==> config.mk <==
export PLATFORM = sky130hd
export DESIGN_NAME = uio_cmd_decoder_flat
export DESIGN_NICKNAME = d
export VERILOG_FILES = /design/src/rtl/uio_cmd_decoder_if.sv /design/src/rtl/uio_cmd_decoder.sv /design/src/flat_wrapper.sv
export SDC_FILE = /design/constraint.sdc
export NUM_CORES = 1
export LEC_CHECK = 0
export CAP_MARGIN = 10
export CORE_AREA = 2 2 92 85
export CTS_BUF_LIST = sky130_fd_sc_hd__clkbuf_16
export DETAILED_ROUTE_END_ITERATION = 8
export DIE_AREA = 0 0 94 87
export MAX_ROUTING_LAYER = met4
export PLACE_DENSITY = 0.64
export SLEW_MARGIN = 0
export SYNTH_ARGS = -nofsm -noshare
export SYNTH_HDL_FRONTEND = slang
export SYNTH_SLANG_ARGS = --single-unit
==> constraint.sdc <==
create_clock -name clk_sys -period 2.4 [get_ports clk_sys]
set_clock_uncertainty 0.15 [all_clocks]
set_input_delay 0.24 -clock clk_sys [delete_from_list [all_inputs] [get_ports clk_sys]]
set_output_delay 0.24 -clock clk_sys [all_outputs]
set_load 0.005 [all_outputs]
==> src/rtl/uio_cmd_decoder_if.sv <==
`default_nettype none
// ============================================================================
// Module  : uio_cmd_decoder_if
// Brief   : HPS user-I/O command bus plus decoded configuration outputs.
// Rev     : 1.0  initial release
// ============================================================================
interface uio_cmd_decoder_if;
    logic        io_uio;
    logic        io_strobe;
    logic [15:0] io_din;
    logic [15:0] io_dout;
    logic [15:0] cfg;
    logic        cfg_ready;
    logic [31:0] status;
    logic        status_set;

    modport master (
        output io_uio, io_strobe, io_din,
        input  io_dout, cfg, cfg_ready, status, status_set
    );

    modport slave (
        input  io_uio, io_strobe, io_din,
        output io_dout, cfg, cfg_ready, status, status_set
    );
endinterface
`default_nettype wire

==> src/rtl/uio_cmd_decoder.sv <==
`default_nettype none
// ============================================================================
// Module  : uio_cmd_decoder
// Brief   : Decodes the HPS user-I/O command stream into cfg/status/ID regs.
//           Optional macro UIO_STATUS_EN enables the SET_STATUS (0x02) command.
// Rev     : 1.0  initial release
// ============================================================================
module uio_cmd_decoder #(
    parameter logic [15:0] CORE_ID = 16'h00A4
) (
    input  wire logic        clk_sys,
    input  wire logic        reset,
    uio_cmd_decoder_if.slave bus
);
    typedef enum logic [1:0] {
        S_IDLE = 2'd0,
        S_CMD  = 2'd1,
        S_DATA = 2'd2
    } state_t;

    localparam logic [7:0] C_CMD_SET_CFG = 8'h01;
    localparam logic [7:0] C_CMD_GET_ID  = 8'h04;

    state_t      r_state;
    state_t      w_state_nxt;
    logic        r_old_strobe;
    logic [7:0]  r_cmd;
    logic [3:0]  r_wcnt;
    logic [15:0] r_io_dout;
    logic [15:0] r_cfg;
    logic        r_cfg_ready;
    logic        w_accept;
    logic        w_cmd_word;
    logic        w_data_word;

    assign w_accept    = bus.io_strobe & ~r_old_strobe & bus.io_uio;
    // A word arriving in the same cycle io_uio rises is still the command word.
    assign w_cmd_word  = w_accept & (r_state != S_DATA);
    assign w_data_word = w_accept & (r_state == S_DATA);

    always_ff @(posedge clk_sys or posedge reset) begin
        if (reset) begin
            r_state <= S_IDLE;
        end else begin
            r_state <= w_state_nxt;
        end
    end

    always_comb begin
        w_state_nxt = r_state;
        if (!bus.io_uio) begin
            w_state_nxt = S_IDLE;
        end else begin
            case (r_state)
                S_IDLE:  w_state_nxt = w_accept ? S_DATA : S_CMD;
                S_CMD:   w_state_nxt = w_accept ? S_DATA : S_CMD;
                S_DATA:  w_state_nxt = S_DATA;
                default: w_state_nxt = S_IDLE;
            endcase
        end
    end

    always_ff @(posedge clk_sys or posedge reset) begin
        if (reset) begin
            r_old_strobe <= 1'b0;
            r_cmd        <= 8'h00;
            r_wcnt       <= 4'd0;
            r_io_dout    <= 16'h0000;
            r_cfg        <= 16'h0000;
            r_cfg_ready  <= 1'b0;
        end else begin
            r_old_strobe <= bus.io_strobe;
            if (!bus.io_uio) begin
                r_wcnt    <= 4'd0;
                r_io_dout <= 16'h0000;
            end else if (w_cmd_word) begin
                r_cmd     <= bus.io_din[7:0];
                r_wcnt    <= 4'd0;
                r_io_dout <= (bus.io_din[7:0] == C_CMD_GET_ID) ? CORE_ID : 16'h0000;
            end else if (w_data_word) begin
                if (r_wcnt != 4'hF) begin
                    r_wcnt <= r_wcnt + 4'd1;
                end
                if ((r_cmd == C_CMD_SET_CFG) && (r_wcnt == 4'd0)) begin
                    r_cfg       <= bus.io_din;
                    r_cfg_ready <= 1'b1;
                end
            end
        end
    end

    assign bus.io_dout   = r_io_dout;
    assign bus.cfg       = r_cfg;
    assign bus.cfg_ready = r_cfg_ready;

`ifdef UIO_STATUS_EN
    localparam logic [7:0] C_CMD_SET_STATUS = 8'h02;

    logic [15:0] r_status_lo;
    logic [31:0] r_status;
    logic        r_status_set;

    // Low half is only shadowed; status commits atomically on the second word.
    always_ff @(posedge clk_sys or posedge reset) begin
        if (reset) begin
            r_status_lo  <= 16'h0000;
            r_status     <= 32'h0000_0000;
            r_status_set <= 1'b0;
        end else begin
            r_status_set <= 1'b0;
            if (w_data_word && (r_cmd == C_CMD_SET_STATUS)) begin
                if (r_wcnt == 4'd0) begin
                    r_status_lo <= bus.io_din;
                end else if (r_wcnt == 4'd1) begin
                    r_status     <= {bus.io_din, r_status_lo};
                    r_status_set <= 1'b1;
                end
            end
        end
    end

    assign bus.status     = r_status;
    assign bus.status_set = r_status_set;
`else
    assign bus.status     = 32'h0000_0000;
    assign bus.status_set = 1'b0;
`endif

endmodule
`default_nettype wire

==> src/flat_wrapper.sv <==
// flat-port wrapper written by rule: the top's interface ports become plain ports
module uio_cmd_decoder_flat 
#(
    parameter logic [15:0] CORE_ID = 16'h00A4
)
  (clk_sys, reset, bus_io_uio, bus_io_strobe, bus_io_din, bus_io_dout, bus_cfg, bus_cfg_ready, bus_status, bus_status_set);
  uio_cmd_decoder_if bus_i ();
  input  wire logic clk_sys;
  input  wire logic reset;
  input wire logic [$bits(bus_i.io_uio)-1:0] bus_io_uio;
  input wire logic [$bits(bus_i.io_strobe)-1:0] bus_io_strobe;
  input wire logic [$bits(bus_i.io_din)-1:0] bus_io_din;
  output wire logic [$bits(bus_i.io_dout)-1:0] bus_io_dout;
  output wire logic [$bits(bus_i.cfg)-1:0] bus_cfg;
  output wire logic [$bits(bus_i.cfg_ready)-1:0] bus_cfg_ready;
  output wire logic [$bits(bus_i.status)-1:0] bus_status;
  output wire logic [$bits(bus_i.status_set)-1:0] bus_status_set;
  assign bus_i.io_uio = bus_io_uio;
  assign bus_i.io_strobe = bus_io_strobe;
  assign bus_i.io_din = bus_io_din;
  assign bus_io_dout = bus_i.io_dout;
  assign bus_cfg = bus_i.cfg;
  assign bus_cfg_ready = bus_i.cfg_ready;
  assign bus_status = bus_i.status;
  assign bus_status_set = bus_i.status_set;
  uio_cmd_decoder #(.CORE_ID(CORE_ID)) u_core (.clk_sys(clk_sys), .reset(reset), .bus(bus_i));
endmodule
==> summary.md, run 1 <==
| Metric | Value |
|---|---|
| Layout Nets | 214 |
| Min Tclk post-route | 1.92 ns |
| Period utilization | 79.9% |
| Pwr dens | 668 nW/um2 |
| Net switching power figure | 0.000337 W |
| CP Data Arrival Time | 1.92 ns |
| Max Fclk | 521 MHz |
| IO Count | 86 |
| Flop pwr share | 41.2% |
| Post_cts resized | 0 |
| Total power | 0.00153 W |
| Worst r2r path cells | 5 |
| CTS root buf | clkbuf_16 |
| Core footprint | 7320 um2 |
| FF-to-FF End | u_core.bus.cfg[15]$_DFFE_PP0P_ |
| Worst-skew pair later-pin latency | 0.28 ns |
| Register bit total from synthesis | 33 |
| Placed cell count | 281 |
| WL/cell | 10.6 um |
| DRC violations left | 0 |
| CTS Buf Count | 5 |
| Die area | 8180 um2 |
| Most frequent cells after synthesis | buf_4, dfrtp_1, mux2_2 |
| Clock power share | 48.0% |
| Worst vdd ir | 0.232 mV |
| Reg-to-reg startpoint | u_core.r_cmd[1]$_DFFE_PP0P_ |
| Pint | 0.00119 W |
| Diodes inserted | 0 |
| Clock tree sinks | 33 |
| Met1 usage | 10.8% |
| Crit path to | u_core.bus.cfg[15]$_DFFE_PP0P_ |
| Largest net degree at the start of global routing | 34 |
| CTS tree | done |
| RSZ-0062 raised after global routing | no |
| R2r setup slk | 0.48 ns |
| Via Count | 1007 |
| Count leader, synth | buf_4 |
| Hold Crit Class | input pin to async pin |
| Post-route cell area | 2280 um2 |
| Setup crit start | bus_io_strobe |
| Ys async rst share | 100% |
| Combinational share of power | 10.8% |
| Most common flop cell mapped by yosys | dfrtp_1 |
| Synth warn | 0 |
| Post-synth top area share | 46.6% |
| Total GRT Usage | 7.98% |
| Area delta synth->final | 29.0% |
| CTS Hold Buffers Added | 0 |
| Number of max-cap violations | 0 |
| Synth cell types | 31 |
| M3 GR Usage | 2.86% |
| Final Hold Fails | 0 |
| Ranking of synthesized cells by area | dfrtp_1, buf_4, mux2_2 |
| Routed Antenna Nets | 0 |
| Final std cells w/o fill | 289 |
| Placed instance area | 2110 um2 |
| Die width | 94 um |
| Initial antenna violation count | 0 |
| WS Path Type | input pin to register |
| First-pass GRT wire length | 4800 um |
| H-tree Lvls | 2 |
| EDFF count, synth | 0 |
| Count of final setup violators | 0 |
| Met2 GRT Util | 11.2% |
| Seq/Total Area, Yosys | 46.6% |
| Post-DP HPWL | 2360 um |
| Layout cell share with drive strength beyond 1 | 21.2% |
| Leakage power | 1.04 nW |
| Cells after Synth | 146 |
| # rows | 30 |
| Crit-path max FO | 14 |
| Average size of a mapped cell | 12.1 um2 |
| Net Sw Frac | 22.1% |
| DRT iter0 DRCs | 27 |
| Max Buffers Root-to-Sink | 2 |
| Vias per inst | 3.48 |
| Placer Congestion | 0.785 |
| Mapped Area | 1770 um2 |
| Crit path cell chain | clkdlybuf4s50_1 > nor2b_1 > nand2_1 > nor3_4 > buf_12 > mux2_2 |
| Drt pass-1 iters | 3 |
| Crit path largest cell delay | 0.50 ns |
| Final hold slack | 0.201 ns |
| Post-synth top area cell | dfrtp_1 |
| GR peak layer | met2 |
| Crit-path slowest cell | clkdlybuf4s50_1 |
| Crit path capture type | register |
| Total gr overflow | 0 |
| Starting Density | 24.2% |
| PortBufs | 39 |
| WL final | 3050 um |
| Setup Fix Bufs, Post-CTS | 0 |
| Status | complete, no violations |
| Vias in the first global route | 969 |
| Clock slew at reported path FFs | 0.06 ns |
| Slew Limit Fails | 0 |
| Chip height | 87 um |
| Critical Path RT | 2.40 ns |
| Setup TNS Final | 0 ns |
| Startpoint Class | input pin |
==> through the flow <==
stage | setup slack [ns] | util [%]
after floorplan | 0.555 | -
after global placement | 0.249 | 28.9
after detailed placement | 0.183 | 28.9
after CTS | 0.465 | 31.2
after global routing | 0.317 | 31.2
final | 0.481 | 31.2
==> power groups by stage <==
stage	Clock (W)	Sequential [W]	Combinational [W]
4_1_cts	0.000758	0.000630	0.000167
3_3_place_gp	0	0.000638	0.000163
6_report	0.000733	0.000629	0.000164
3_5_place_dp	0	0.000639	0.000166
5_1_grt	0.000788	0.000634	0.000184
2_1_floorplan	0	0.000634	0.000142
==> metal layers <==
metal | wire length, um | share of wire [%] | up-vias
met3 | 202 | 6.6 | 2
met4 | 22 | 0.72 | 0
met1 | 1430 | 47 | 474
met5 | 0 | 0 | -
met2 | 1400 | 46 | 48
li1 | - | - | 483
==> logic make-up (layout without fill, tap and decap cells) <==
kind of cell               count (synthesis)  after routing  share of synthesized area [%]
buffers and inverters                     53             55                           22.3
muxes                                     25             25                           17.7
xor gates and xnor gates                   3              3                           1.48
AOI/OAI and AO/OA                          5              5                           1.84
and+or+nand+nor                           24             24                           8.41
adders and majority gates                  2              2                           1.41
DFF                                       33             33                           46.6
other                                      1             46                          0.212
==> worst max-delay path, delay by kind of cell <==
kind          cells  cell delay [ns]
mux               1             0.34
buf+inv           2             0.68
simple gates      3             0.65
==> layout by cell type, fill, tap and decap left out <==
| cell | synthesis | final |
|---|---|---|
| clkinv_4 | 0 | 1 |
| ha_1 | 2 | 2 |
| xor2_1 | 1 | 1 |
| clkbuf_16 | 0 | 5 |
| mux2i_1 | 1 | 1 |
| nor3b_1 | 1 | 1 |
| nand4_1 | 1 | 1 |
| o21ai_0 | 2 | 2 |
| nor2b_1 | 1 | 1 |
| nor4_2 | 1 | 1 |
| a311oi_1 | 1 | 1 |
| mux2_2 | 15 | 15 |
| or4b_2 | 1 | 1 |
| nor4_1 | 1 | 1 |
| nor2_2 | 1 | 1 |
| conb_1 | 1 | 46 |
| nor2_1 | 6 | 6 |
| inv_1 | 4 | 4 |
| buf_4 | 48 | 3 |
| or2_2 | 1 | 1 |
| bufinv_16 | 0 | 1 |
| nand2b_1 | 1 | 1 |
| dfrtp_1 | 33 | 33 |
| mux2_4 | 9 | 9 |
| buf_12 | 1 | 1 |
| xnor2_1 | 2 | 2 |
| o21a_1 | 1 | 1 |
| a31oi_1 | 1 | 1 |
| nand2_1 | 3 | 3 |
| clkdlybuf4s50_1 | 0 | 39 |
| nor3_4 | 1 | 1 |
| nor3_1 | 1 | 1 |
| nand3_1 | 2 | 2 |
| nand4b_1 | 1 | 1 |
| clkinvlp_4 | 0 | 1 |
| and2b_1 | 1 | 1 |
==> worst min-delay path by stage <==
stage	start	endpoint	slack (ns)
2_1_floorplan	bus_io_strobe	u_core.r_old_strobe$_DFF_PP0_	0.12
3_3_place_gp	u_core.r_state[1]$_DFF_PP0_	u_core.r_state[0]$_DFF_PP0_	0.30
3_5_place_dp	u_core.r_state[1]$_DFF_PP0_	u_core.r_state[0]$_DFF_PP0_	0.31
4_1_cts	reset	u_core.bus.cfg[14]$_DFFE_PP0P_	0.23
5_1_grt	reset	u_core.r_cmd[2]$_DFFE_PP0P_	0.26
6_report	reset	u_core.bus.cfg[14]$_DFFE_PP0P_	0.20
==> sequential cells by signal (all words and copies together), names as in the netlist <==
register,flops
u_core.bus.cfg,16
u_core.bus.cfg_ready,1
u_core.bus.io_dout,1
u_core.r_cmd,8
u_core.r_old_strobe,1
u_core.r_state,2
u_core.r_wcnt,4
==> layout make-up <==
class,count,area (um2)
Clock buffer,5,125
Clock inverter,3,46.3
Fill cell,748,5030
Inverter,4,15.0
Multi-Input combinational cell,105,719
Sequential cell,33,826
Tap cell,96,120
Timing Repair Buffer,43,433
(Power assumes the default switching activity.)
==> run 2, diff against run 1 <==
- PLACE_DENSITY: 0.64 -> 0.66
- clock period: 2.4 -> 1.7 ns (I/O delays scaled with it)
==> summary.md, run 2 (synthesized netlist as in run 1, its figures left out) <==
| Metric | Value |
|---|---|
| Post-DP HPWL | 2460 um (was 2360 um) |
| Placer Congestion | 0.723 (was 0.785) |
| CTS root buf | clkbuf_16 (unchanged) |
| Clock tree sinks | 33 (unchanged) |
| Routed Antenna Nets | 0 (unchanged) |
| # rows | 30 (unchanged) |
| Fill count | 747 (was 748) |
| Max FFs per register | 16 (unchanged) |
| Count of final setup violators | 16 (was 0) |
| Largest net degree at the start of global routing | 34 (unchanged) |
| Worst Setup Slack, final | -0.228 ns (was 0.481 ns) |
| Pwr dens | 955 nW/um2 (was 668 nW/um2) |
| Startpoint Class | register (was input pin) |
| Layout cell share with drive strength beyond 1 | 27.0% (was 21.2%) |
| Vias per inst | 3.58 (was 3.48) |
| Worst vdd ir | 0.389 mV (was 0.232 mV) |
| Diodes inserted | 0 (unchanged) |
| Crit path cell chain | nor4_4 > nand4b_1 > nor3_4 > buf_12 > mux2_2 (was clkdlybuf4s50_1 > nor2b_1 > nand2_1 > nor3_4 > buf_12 > mux2_2) |
| Final std cells w/o fill | 300 (was 289) |
| Area delta synth->final | 37.4% (was 29.0%) |
| Clock slew at reported path FFs | 0.06 ns (about the same) |
| Layout Nets | 225 (was 214) |
| Max Fclk | 519 MHz |
| Post-route cell area | 2430 um2 (was 2280 um2) |
| Critical Path RT | 1.71 ns (was 2.40 ns) |
| Status | complete, but fails checks (was complete, no violations) |
| Violations in the final reports | negative setup slack |
| Starting Density | 24.2% (unchanged) |
| Die width | 94 um (unchanged) |
| CTS Hold Buffers Added | 0 (unchanged) |
| Vias in the first global route | 1068 (was 969) |
| WL/cell | 10.7 um (was 10.6 um) |
| DRT iter0 DRCs | 14 (was 27) |
| Final Hold Fails | 0 (unchanged) |
| H-tree Lvls | 2 (unchanged) |
| Core footprint | 7320 um2 (unchanged) |
| CP Data Arrival Time | 1.93 ns (was 1.92 ns) |
| Leakage power | 1.13 nW (was 1.04 nW) |
| Min Tclk post-route | 1.93 ns |
| Placed instance area | 2210 um2 (was 2110 um2) |
| CTS tree | done (unchanged) |
| Fin util | 33.2% (was 31.2%) |
| PortBufs | 39 (unchanged) |
| Commonest non-fill, non-tap cell in the layout | conb_1 (unchanged) |
| IO Count | 86 (unchanged) |
| WL final | 3220 um (was 3050 um) |
| Total GRT Usage | 8.71% (was 7.98%) |
| Placed cell count | 292 (was 281) |
| DRC violations left | 0 (unchanged) |
| Crit-path max FO | 13 (was 14) |
| Max Buffers Root-to-Sink | 2 (unchanged) |
| First-pass GRT wire length | 5220 um (was 4800 um) |
| Period utilization | 113% |
| Number of max-cap violations | 0 (unchanged) |
| Slew Limit Fails | 0 (unchanged) |
| Crit path largest cell delay | 0.41 ns (was 0.50 ns) |
| Total gr overflow | 0 (unchanged) |
| Drt pass-1 iters | 3 (unchanged) |
| Initial antenna violation count | 0 (unchanged) |
| RSZ-0062 raised after global routing | yes (was no) |
| Die area | 8180 um2 (unchanged) |
| Via Count | 1073 (was 1007) |
| Chip height | 87 um (unchanged) |
| Crit-path slowest cell | dfrtp_1 (was clkdlybuf4s50_1) |
| CTS Buf Count | 5 (unchanged) |
| Worst-skew pair later-pin latency | 0.28 ns (about the same) |
| Commonest non-fill, non-tap cells in the layout | conb_1, clkdlybuf4s50_1, dfrtp_1 (unchanged) |
| Crit path capture type | register (unchanged) |
| Hold Crit Class | input pin to async pin (unchanged) |
| WS Path Type | register to register (was input pin to register) |
## run 2: report_power, final
part / internal, W / leakage (nW) / switching (W)
sequential: 0.000851 / 0.430 / 0.0000458
combinational: 0.000154 / 0.607 / 0.000105
clock: 0.000837 / 0.0938 / 0.000332
## run 2: metrics by stage
stage | total power, W | setup TNS, ns | setup WS, ns | hold slack, ns
detailed placement | 0.00116 | -7.33 | -0.318 | 0.300
global placement | 0.00115 | -6.56 | -0.281 | 0.291
CTS | 0.00234 | -3.54 | -0.248 | 0.152
global route | 0.00243 | -4.58 | -0.309 | 0.192
floorplan | 0.00110 | -1.58 | -0.145 | 0.0514
finish | 0.00232 | -3.18 | -0.228 | 0.133
## run 2: worst paths after layout
path,to,start,cells past startpoint,slack (ns)
min reg2reg,u_core.r_state[0]$_DFF_PP0_,u_core.r_state[1]$_DFF_PP0_,1,0.30
max in group asynchronous,u_core.bus.cfg[1]$_DFFE_PP0P_,reset,3,0.96
max,u_core.bus.cfg[11]$_DFFE_PP0P_,u_core.r_cmd[1]$_DFFE_PP0P_,5,-0.23
min in group clk_sys,u_core.r_state[1]$_DFF_PP0_,bus_io_uio,3,0.20
max reg2reg,u_core.bus.cfg[11]$_DFFE_PP0P_,u_core.r_cmd[1]$_DFFE_PP0P_,5,-0.23
min,u_core.bus.cfg[14]$_DFFE_PP0P_,reset,3,0.13
## run 2: timing repair
action                                  in CTS  in global routing
buffers inserted                             0                  0
hold endpoints to repair                     0                  0
pin swaps                                    1                  0
gates resized for setup                      2                  6
endpoints found under the setup margin      19                 26
## run 2: final cells by class
type / count / area [um2] / area share [%]
sequential: 33 / 826 / 33.9
multi-input combinational: 105 / 752 / 30.9
timing repair buffer: 54 / 531 / 21.8
clock buffer: 5 / 125 / 5.14
tap: 96 / 120 / 4.94
clock inverter: 3 / 65.1 / 2.67
inverter: 4 / 15.0 / 0.617
## run 2: worst max-delay path: cells and delay by family, from the launching register on
family / cells / cell delay, ns
buf+inv: 1 / 0.19
mux: 1 / 0.33
flops: 1 / 0.41
simple gates: 3 / 0.71
## run 2: metal layers
layer / wire, um / vias to the layer above / global-route usage (%) / share of wire (%)
li1: - / 508 / - / -
met5: 0 / - / - / 0
met3: 214 / 3 / 3.03 / 6.7
met1: 1500 / 511 / 11.4 / 47
met4: 29 / 0 / 2.77 / 0.90
met2: 1470 / 51 / 12.7 / 46
